===== src/rtl/instr_sequencer_if.sv =====
// Handshake bundle between the instruction sequencer (master) and the cpu (slave).
interface instr_sequencer_if #(
  parameter int DATA_W = 16
);
  logic              load;
  logic              s;
  logic              w;
  logic [DATA_W-1:0] instr_out;

  modport master (output load, output s, output instr_out, input w);
  modport slave  (input load, input s, input instr_out, output w);
endinterface


===== src/rtl/instr_sequencer.sv =====
// Steps through a small program store, handing each word to the cpu with a
// load/s pulse pair and waiting for w to fall and rise before the next one.
module instr_sequencer #(
  parameter int ADDR_W  = 4,
  parameter int DATA_W  = 16,
  parameter int TIMEOUT = 255
) (
  input  logic                  clk,
  input  logic                  reset,
  input  logic                  prog_we,
  input  logic [ADDR_W-1:0]     prog_addr,
  input  logic [DATA_W-1:0]     prog_data,
  input  logic [ADDR_W:0]       num_instr,
  input  logic                  go,
  instr_sequencer_if.master     bus,
  output logic [ADDR_W-1:0]     pc,
  output logic [ADDR_W:0]       issued,
  output logic                  busy,
  output logic                  done,
  output logic                  err
);

  localparam int WD_W = (TIMEOUT < 2) ? 1 : $clog2(TIMEOUT + 1);
  localparam logic [WD_W-1:0] WD_LAST = WD_W'(TIMEOUT - 1);

  typedef enum logic [2:0] {
    S_IDLE, S_LOAD, S_START, S_WAIT_LO, S_WAIT_HI, S_DONE, S_ERR
  } state_t;

  state_t              state_q, state_d;
  logic [ADDR_W-1:0]   pc_q, pc_d;
  logic [ADDR_W:0]     issued_q, issued_d;
  logic [DATA_W-1:0]   instr_q, instr_d;
  logic [WD_W-1:0]     wdog_q, wdog_d;
  logic                err_q, err_d;
  logic [DATA_W-1:0]   mem_q [2**ADDR_W];

  logic [ADDR_W-1:0]   pc_inc;
  logic [ADDR_W:0]     issued_inc;
  logic                prog_ok;

  assign pc_inc     = pc_q + 1'b1;
  assign issued_inc = issued_q + 1'b1;
  assign prog_ok    = (state_q == S_IDLE) || (state_q == S_DONE) || (state_q == S_ERR);

  // The store is never reset; writes land only while no sequence is running.
  always_ff @(posedge clk) begin
    if (prog_we && prog_ok) begin
      mem_q[prog_addr] <= prog_data;
    end
  end

  always_ff @(posedge clk) begin
    if (reset) begin
      state_q  <= S_IDLE;
      pc_q     <= '0;
      issued_q <= '0;
      instr_q  <= '0;
      wdog_q   <= '0;
      err_q    <= 1'b0;
    end else begin
      state_q  <= state_d;
      pc_q     <= pc_d;
      issued_q <= issued_d;
      instr_q  <= instr_d;
      wdog_q   <= wdog_d;
      err_q    <= err_d;
    end
  end

  always_comb begin
    state_d  = state_q;
    pc_d     = pc_q;
    issued_d = issued_q;
    instr_d  = instr_q;
    wdog_d   = wdog_q;
    err_d    = err_q;

    unique case (state_q)
      S_IDLE: begin
        if (go) begin
          if (num_instr == '0) begin
            state_d  = S_DONE;
            pc_d     = '0;
            issued_d = '0;
            err_d    = 1'b0;
          end else if (bus.w) begin
            state_d  = S_LOAD;
            pc_d     = '0;
            issued_d = '0;
            err_d    = 1'b0;
            wdog_d   = '0;
            instr_d  = mem_q[ADDR_W'(0)];
          end
        end
      end
      S_LOAD: state_d = S_START;
      S_START: begin
        wdog_d  = '0;
        state_d = S_WAIT_LO;
      end
      S_WAIT_LO: begin
        if (!bus.w) begin
          wdog_d  = '0;
          state_d = S_WAIT_HI;
        end else begin
          wdog_d = wdog_q + 1'b1;
          if (wdog_q == WD_LAST) begin
            state_d = S_ERR;
            err_d   = 1'b1;
          end
        end
      end
      S_WAIT_HI: begin
        if (bus.w) begin
          issued_d = issued_inc;
          pc_d     = pc_inc;
          if (issued_inc == num_instr) begin
            state_d = S_DONE;
          end else begin
            instr_d = mem_q[pc_inc];
            state_d = S_LOAD;
          end
        end else begin
          wdog_d = wdog_q + 1'b1;
          if (wdog_q == WD_LAST) begin
            state_d = S_ERR;
            err_d   = 1'b1;
          end
        end
      end
      S_DONE: if (!go) state_d = S_IDLE;
      S_ERR:  if (!go) state_d = S_IDLE;
      default: state_d = S_IDLE;
    endcase
  end

  assign bus.load      = (state_q == S_LOAD);
  assign bus.s         = (state_q == S_START);
  assign bus.instr_out = instr_q;
  assign pc            = pc_q;
  assign issued        = issued_q;
  assign busy          = (state_q == S_LOAD) || (state_q == S_START) ||
                         (state_q == S_WAIT_LO) || (state_q == S_WAIT_HI);
  assign done          = (state_q == S_DONE);
  assign err           = err_q;

endmodule


===== src/flat_wrapper.sv =====
// flat-port wrapper written by rule: the top's interface ports become plain ports
module instr_sequencer_flat 
#(
  parameter int ADDR_W  = 4,
  parameter int DATA_W  = 16,
  parameter int TIMEOUT = 255
)
  (clk, reset, prog_we, prog_addr, prog_data, num_instr, go, pc, issued, busy, done, err, bus_load, bus_s, bus_instr_out, bus_w);
  instr_sequencer_if #(.DATA_W(DATA_W)) bus_i ();
  input  logic clk;
  input  logic reset;
  input  logic prog_we;
  input  logic [ADDR_W-1:0] prog_addr;
  input  logic [DATA_W-1:0] prog_data;
  input  logic [ADDR_W:0] num_instr;
  input  logic go;
  output logic [ADDR_W-1:0] pc;
  output logic [ADDR_W:0] issued;
  output logic busy;
  output logic done;
  output logic err;
  output wire logic [$bits(bus_i.load)-1:0] bus_load;
  output wire logic [$bits(bus_i.s)-1:0] bus_s;
  output wire logic [$bits(bus_i.instr_out)-1:0] bus_instr_out;
  input wire logic [$bits(bus_i.w)-1:0] bus_w;
  assign bus_load = bus_i.load;
  assign bus_s = bus_i.s;
  assign bus_instr_out = bus_i.instr_out;
  assign bus_i.w = bus_w;
  instr_sequencer #(.ADDR_W(ADDR_W), .DATA_W(DATA_W), .TIMEOUT(TIMEOUT)) u_core (.clk(clk), .reset(reset), .prog_we(prog_we), .prog_addr(prog_addr), .prog_data(prog_data), .num_instr(num_instr), .go(go), .bus(bus_i), .pc(pc), .issued(issued), .busy(busy), .done(done), .err(err));
endmodule

===== config.mk =====
export PLATFORM = sky130hd
export DESIGN_NAME = instr_sequencer_flat
export DESIGN_NICKNAME = d
export VERILOG_FILES = /design/src/rtl/instr_sequencer_if.sv /design/src/rtl/instr_sequencer.sv /design/src/flat_wrapper.sv
export SDC_FILE = /design/constraint.sdc
export NUM_CORES = 1
export LEC_CHECK = 0
export CORE_AREA = 2 2 178 145
export CTS_BUF_LIST = sky130_fd_sc_hd__clkbuf_4
export DETAILED_ROUTE_END_ITERATION = 6
export DIE_AREA = 0 0 180 147
export PLACE_DENSITY = 0.67
export SKIP_LAST_GASP = 1
export SYNTH_ARGS = -nofsm -noshare
export SYNTH_HDL_FRONTEND = slang
export SYNTH_SLANG_ARGS = --single-unit

===== constraint.sdc =====
create_clock -name clk -period 3.6 [get_ports clk]
set_input_delay 0.9 -clock clk [delete_from_list [all_inputs] [get_ports clk]]
set_output_delay 0.9 -clock clk [all_outputs]
set_load 0.03 [all_outputs]

==> key figures <==
Critical path
  • Buf/Inv on CP: 1
  • Cell breakdown of the critical path: nor2_1 > xnor2_1 > clkdlybuf4s50_1
  • R2r startpoint: u_core.state_q[1]$_SDFFE_PP0P_
  • CP Max Fanout: 19
  • Crit path DAT: 2.53 ns
  • Critical Path RT: 2.70 ns
  • CP startpoint: u_core.state_q[1]$_SDFFE_PP0P_
  • CP max-delay cell: dfxtp_1
  • Cells on worst reg2reg path: 6
  • Stages on worst setup path: 3
  • Critical path class: register to output port
  • Crit path largest cell delay: 0.73 ns
  • CP Launch Type: register
  • Critical R2R Capture: u_core.mem_q[3][7]$_DFFE_PP_
  • CP delay by family, top: flip-flops
  • Worst R2R Setup Slack: 0.75 ns
  • CP endpoint: busy
  • CP endpoint kind: output port

Final layout
  • Commonest cells after routing, fill and taps aside: edfxtp_1, nand2_1, clkbuf_4, mux2i_1, clkdlybuf4s50_1
  • Nets: 1023
  • Layout Utilization: 0.568
  • Area growth from synthesis to layout: 17.5%
  • Design area: 0.0141 mm^2
  • Commonest non-fill, non-tap cell in the layout: edfxtp_1
  • Share of cells above drive strength 1: 0.177
  • # fillers: 1983

Yosys
  • Adder-Cell Fraction of Synth Area: 0.00501
  • Number of synthesized flops with an enable pin: 256
  • Seq/Total Area, Yosys: 0.703
  • Post-Synth XOR/XNOR Area: 0.0138
  • Multiplexer share of the synthesized area: 0.0552
  • Synth Area in Simple Gates: 0.110
  • Post-synth top area cell: edfxtp_1
  • Largest family of logic cells by synthesized area: simple AND/OR/NAND/NOR gates
  • Post-Syn Area: 0.0120 mm^2
  • Ys flop type: edfxtp_1
  • Top post-synthesis cells by area: edfxtp_1, dfxtp_1, mux2i_1
  • Post-Synthesis Cells: 875
  • Mean Syn Cell Area: 13.7 um^2
  • Async S/R FF share, synth: 0
  • Yosys top cell area share: 0.641
  • Synthesized net count: 909
  • #FFs+latches synth: 293
  • Yosys cell types: 63
  • Synth Area in Compound Gates: 0.0904
  • Synthesis Warnings: 0

Timing
  • Fin. max-slew vios: 0
  • Max Freq: 291 MHz
  • RSZ-0062 raised after global routing: false
  • Setup violations, final: 0
  • Minimum clock period: 3.43 ns
  • Final cycle utilization of the critical path: 0.954
  • Clock Skew: 0.0523 ns
  • Worst slew margin: 0.402
  • Worst-margin pin slew: 0.897 ns
  • Setup TNS: 0 ns
  • Final Hold Viols: 0

Global routing
  • Number of global-route vias before repair: 7594
  • Final global-route overflow total: 0
  • GR Util All Layers: 0.225
  • Global-route wire length before repair: 45000 um
  • Largest net degree at the start of global routing: 73
  • Initial antenna violation count: 7

Power
  • P_leak: 4.65 nW
  • Cell Int Power: 5.30 mW
  • Power, Total: 6.87 mW
  • Pwr Density: 488 mW/mm^2
  • Clock Power Share: 0.395
  • Switching Share: 0.229
  • Gate power share: 0.053
  • Sw power: 1.57 mW
  • Worst vdd ir: 0.000421 V
  • Seq pwr share: 0.551

Detailed routing
  • Post-Route WL: 29500 um
  • First drt pass iteration count: 5
  • Routed Antenna Nets: 0
  • DR WL/cell: 21.6 um
  • Via count: 7939
  • Drc violations: 0
  • DRT iter0 DRCs: 701
  • Vias per cell: 5.81

Clocking
  • Postcts setup bufs: 0
  • Post-cts repair resize count: 0
  • Clk_lat worst skew: 0.68 ns
  • Clock Path Buffers: 3
  • Clock slew at reported path FFs: 0.07 ns
  • CTS tree: built
  • Clock Tree Root: clkbuf_4
  • H-tree depth: 3
  • Post-cts hold buffer count: 0
  • Total CTS buffers: 72
  • Sink Count: 293

Floorplan
  • I/O pins: 60
  • Initial Util: 0.484
  • CORE AREA: 0.0248 mm^2
  • Die X-Extent: 180 um
  • Die H: 147 um
  • Std cell rows: 52
  • Die area: 0.0265 mm^2

Status
  • Status: finished clean

Placed design
  • Gpl congestion: 0.831
  • HPWL Detailed: 17800 um
  • I/O Buffers: 59
  • Area after DPL: 0.0132 mm^2

Flow run
  • Number of max-cap violations: 0

Min path
  • Worst Hold Class: register to register
## synth_stat cells (2+ instances only)
| library cell | instances |
|---|---|
| edfxtp_1 | 256 |
| nand2_1 | 135 |
| mux2i_1 | 65 |
| nand3_1 | 52 |
| nor2_1 | 38 |
| dfxtp_1 | 37 |
| clkbuf_1 | 34 |
| a22oi_1 | 31 |
| a32oi_1 | 20 |
| a31oi_1 | 18 |
| nand4_1 | 18 |
| o31ai_1 | 16 |
| a311oi_1 | 15 |
| buf_2 | 15 |
| a21oi_1 | 13 |
| nor3_1 | 9 |
| xor2_1 | 9 |
| xnor2_1 | 8 |
| and2_1 | 6 |
| buf_4 | 6 |
| nor2b_1 | 6 |
| o21ai_1 | 5 |
| ha_1 | 4 |
| and4_1 | 3 |
| buf_1 | 3 |
| nand2b_1 | 3 |
| nand3b_1 | 3 |
| o211ai_1 | 3 |
| o21ai_0 | 3 |
| a21o_1 | 2 |
| and3b_1 | 2 |
| inv_1 | 2 |
| nand4b_1 | 2 |
| o2111ai_1 | 2 |
| o21bai_1 | 2 |
| or3_1 | 2 |
## per-layer routing
| metal | global-route usage | part of all wire | vias to the layer above |
|---|---|---|---|
| li1 | - | - | 3642 |
| met1 | 0.317 | 0.44 | 3861 |
| met2 | 0.343 | 0.45 | 366 |
| met3 | 0.0600 | 0.091 | 60 |
| met4 | 0.0752 | 0.018 | 10 |
| met5 | 0 | 0.0022 | - |
## power by group through the flow
stage / combinational [mW] / clock, mW / sequential [mW]
2_1_floorplan: 0.157 / 0 / 3.87
3_3_place_gp: 0.358 / 0 / 3.86
3_5_place_dp: 0.365 / 0 / 3.86
4_1_cts: 0.366 / 2.77 / 3.79
5_1_grt: 0.393 / 2.94 / 3.79
6_report: 0.367 / 2.72 / 3.79
## sequential cells by signal, indices dropped and copies added (netlist names)
name                  flops
u_core.state_q            3
u_core.mem_q            256
u_core.pc                 4
u_core.bus.instr_out     16
u_core.err                1
u_core.issued             5
u_core.wdog_q             8
## logic make-up after synthesis
kind of cell	count (synthesis)
adders and majority gates	5
and+or+nand+nor	287
AOI/OAI and AO/OA	145
buffers and inverters	61
xor gates and xnor gates	18
DFF	293
muxes	66
## worst min-delay path by stage
stage | start | endpoint | cells after the start
final | u_core.wdog_q[1]$_SDFFE_PP0P_ | u_core.wdog_q[1]$_SDFFE_PP0P_ | 2
after CTS | u_core.wdog_q[1]$_SDFFE_PP0P_ | u_core.wdog_q[1]$_SDFFE_PP0P_ | 2
after global routing | u_core.err$_SDFFE_PP0P_ | u_core.err$_SDFFE_PP0P_ | 2
after floorplan | u_core.wdog_q[1]$_SDFFE_PP0P_ | u_core.wdog_q[1]$_SDFFE_PP0P_ | 2
after global placement | u_core.wdog_q[1]$_SDFFE_PP0P_ | u_core.wdog_q[1]$_SDFFE_PP0P_ | 2
after detailed placement | u_core.wdog_q[1]$_SDFFE_PP0P_ | u_core.wdog_q[1]$_SDFFE_PP0P_ | 2
## final cells by class
cell class              count  area [um^2]  area share
clock buffers             112          841      0.0597
flip-flops and latches    293         8430       0.598
well taps                 324          405      0.0288
diodes                      3         7.51    0.000533
multi-input cells         521         3380       0.240
inverters                   3         11.3    0.000799
clock inverters            13         63.8     0.00453
repair buffers             98          946      0.0672
## per-stage QoR
stage | hold slack (ns) | std cells | setup slack [ns]
6_report | 0.496 | 1367 | 0.166
5_1_grt | 0.530 | 1365 | 0.00838
4_1_cts | 0.494 | 1364 | 0.117
3_5_place_dp | 0.484 | 1239 | 0.589
3_3_place_gp | 0.476 | 1239 | 0.631
2_1_floorplan | 0.461 | 875 | 0.446
## worst min-delay path: stages, from the launching register on
cell	delay, ns
dfxtp_1	0.34
nand2_1	0.06
a21oi_1	0.05
(Power assumes the default switching activity.)
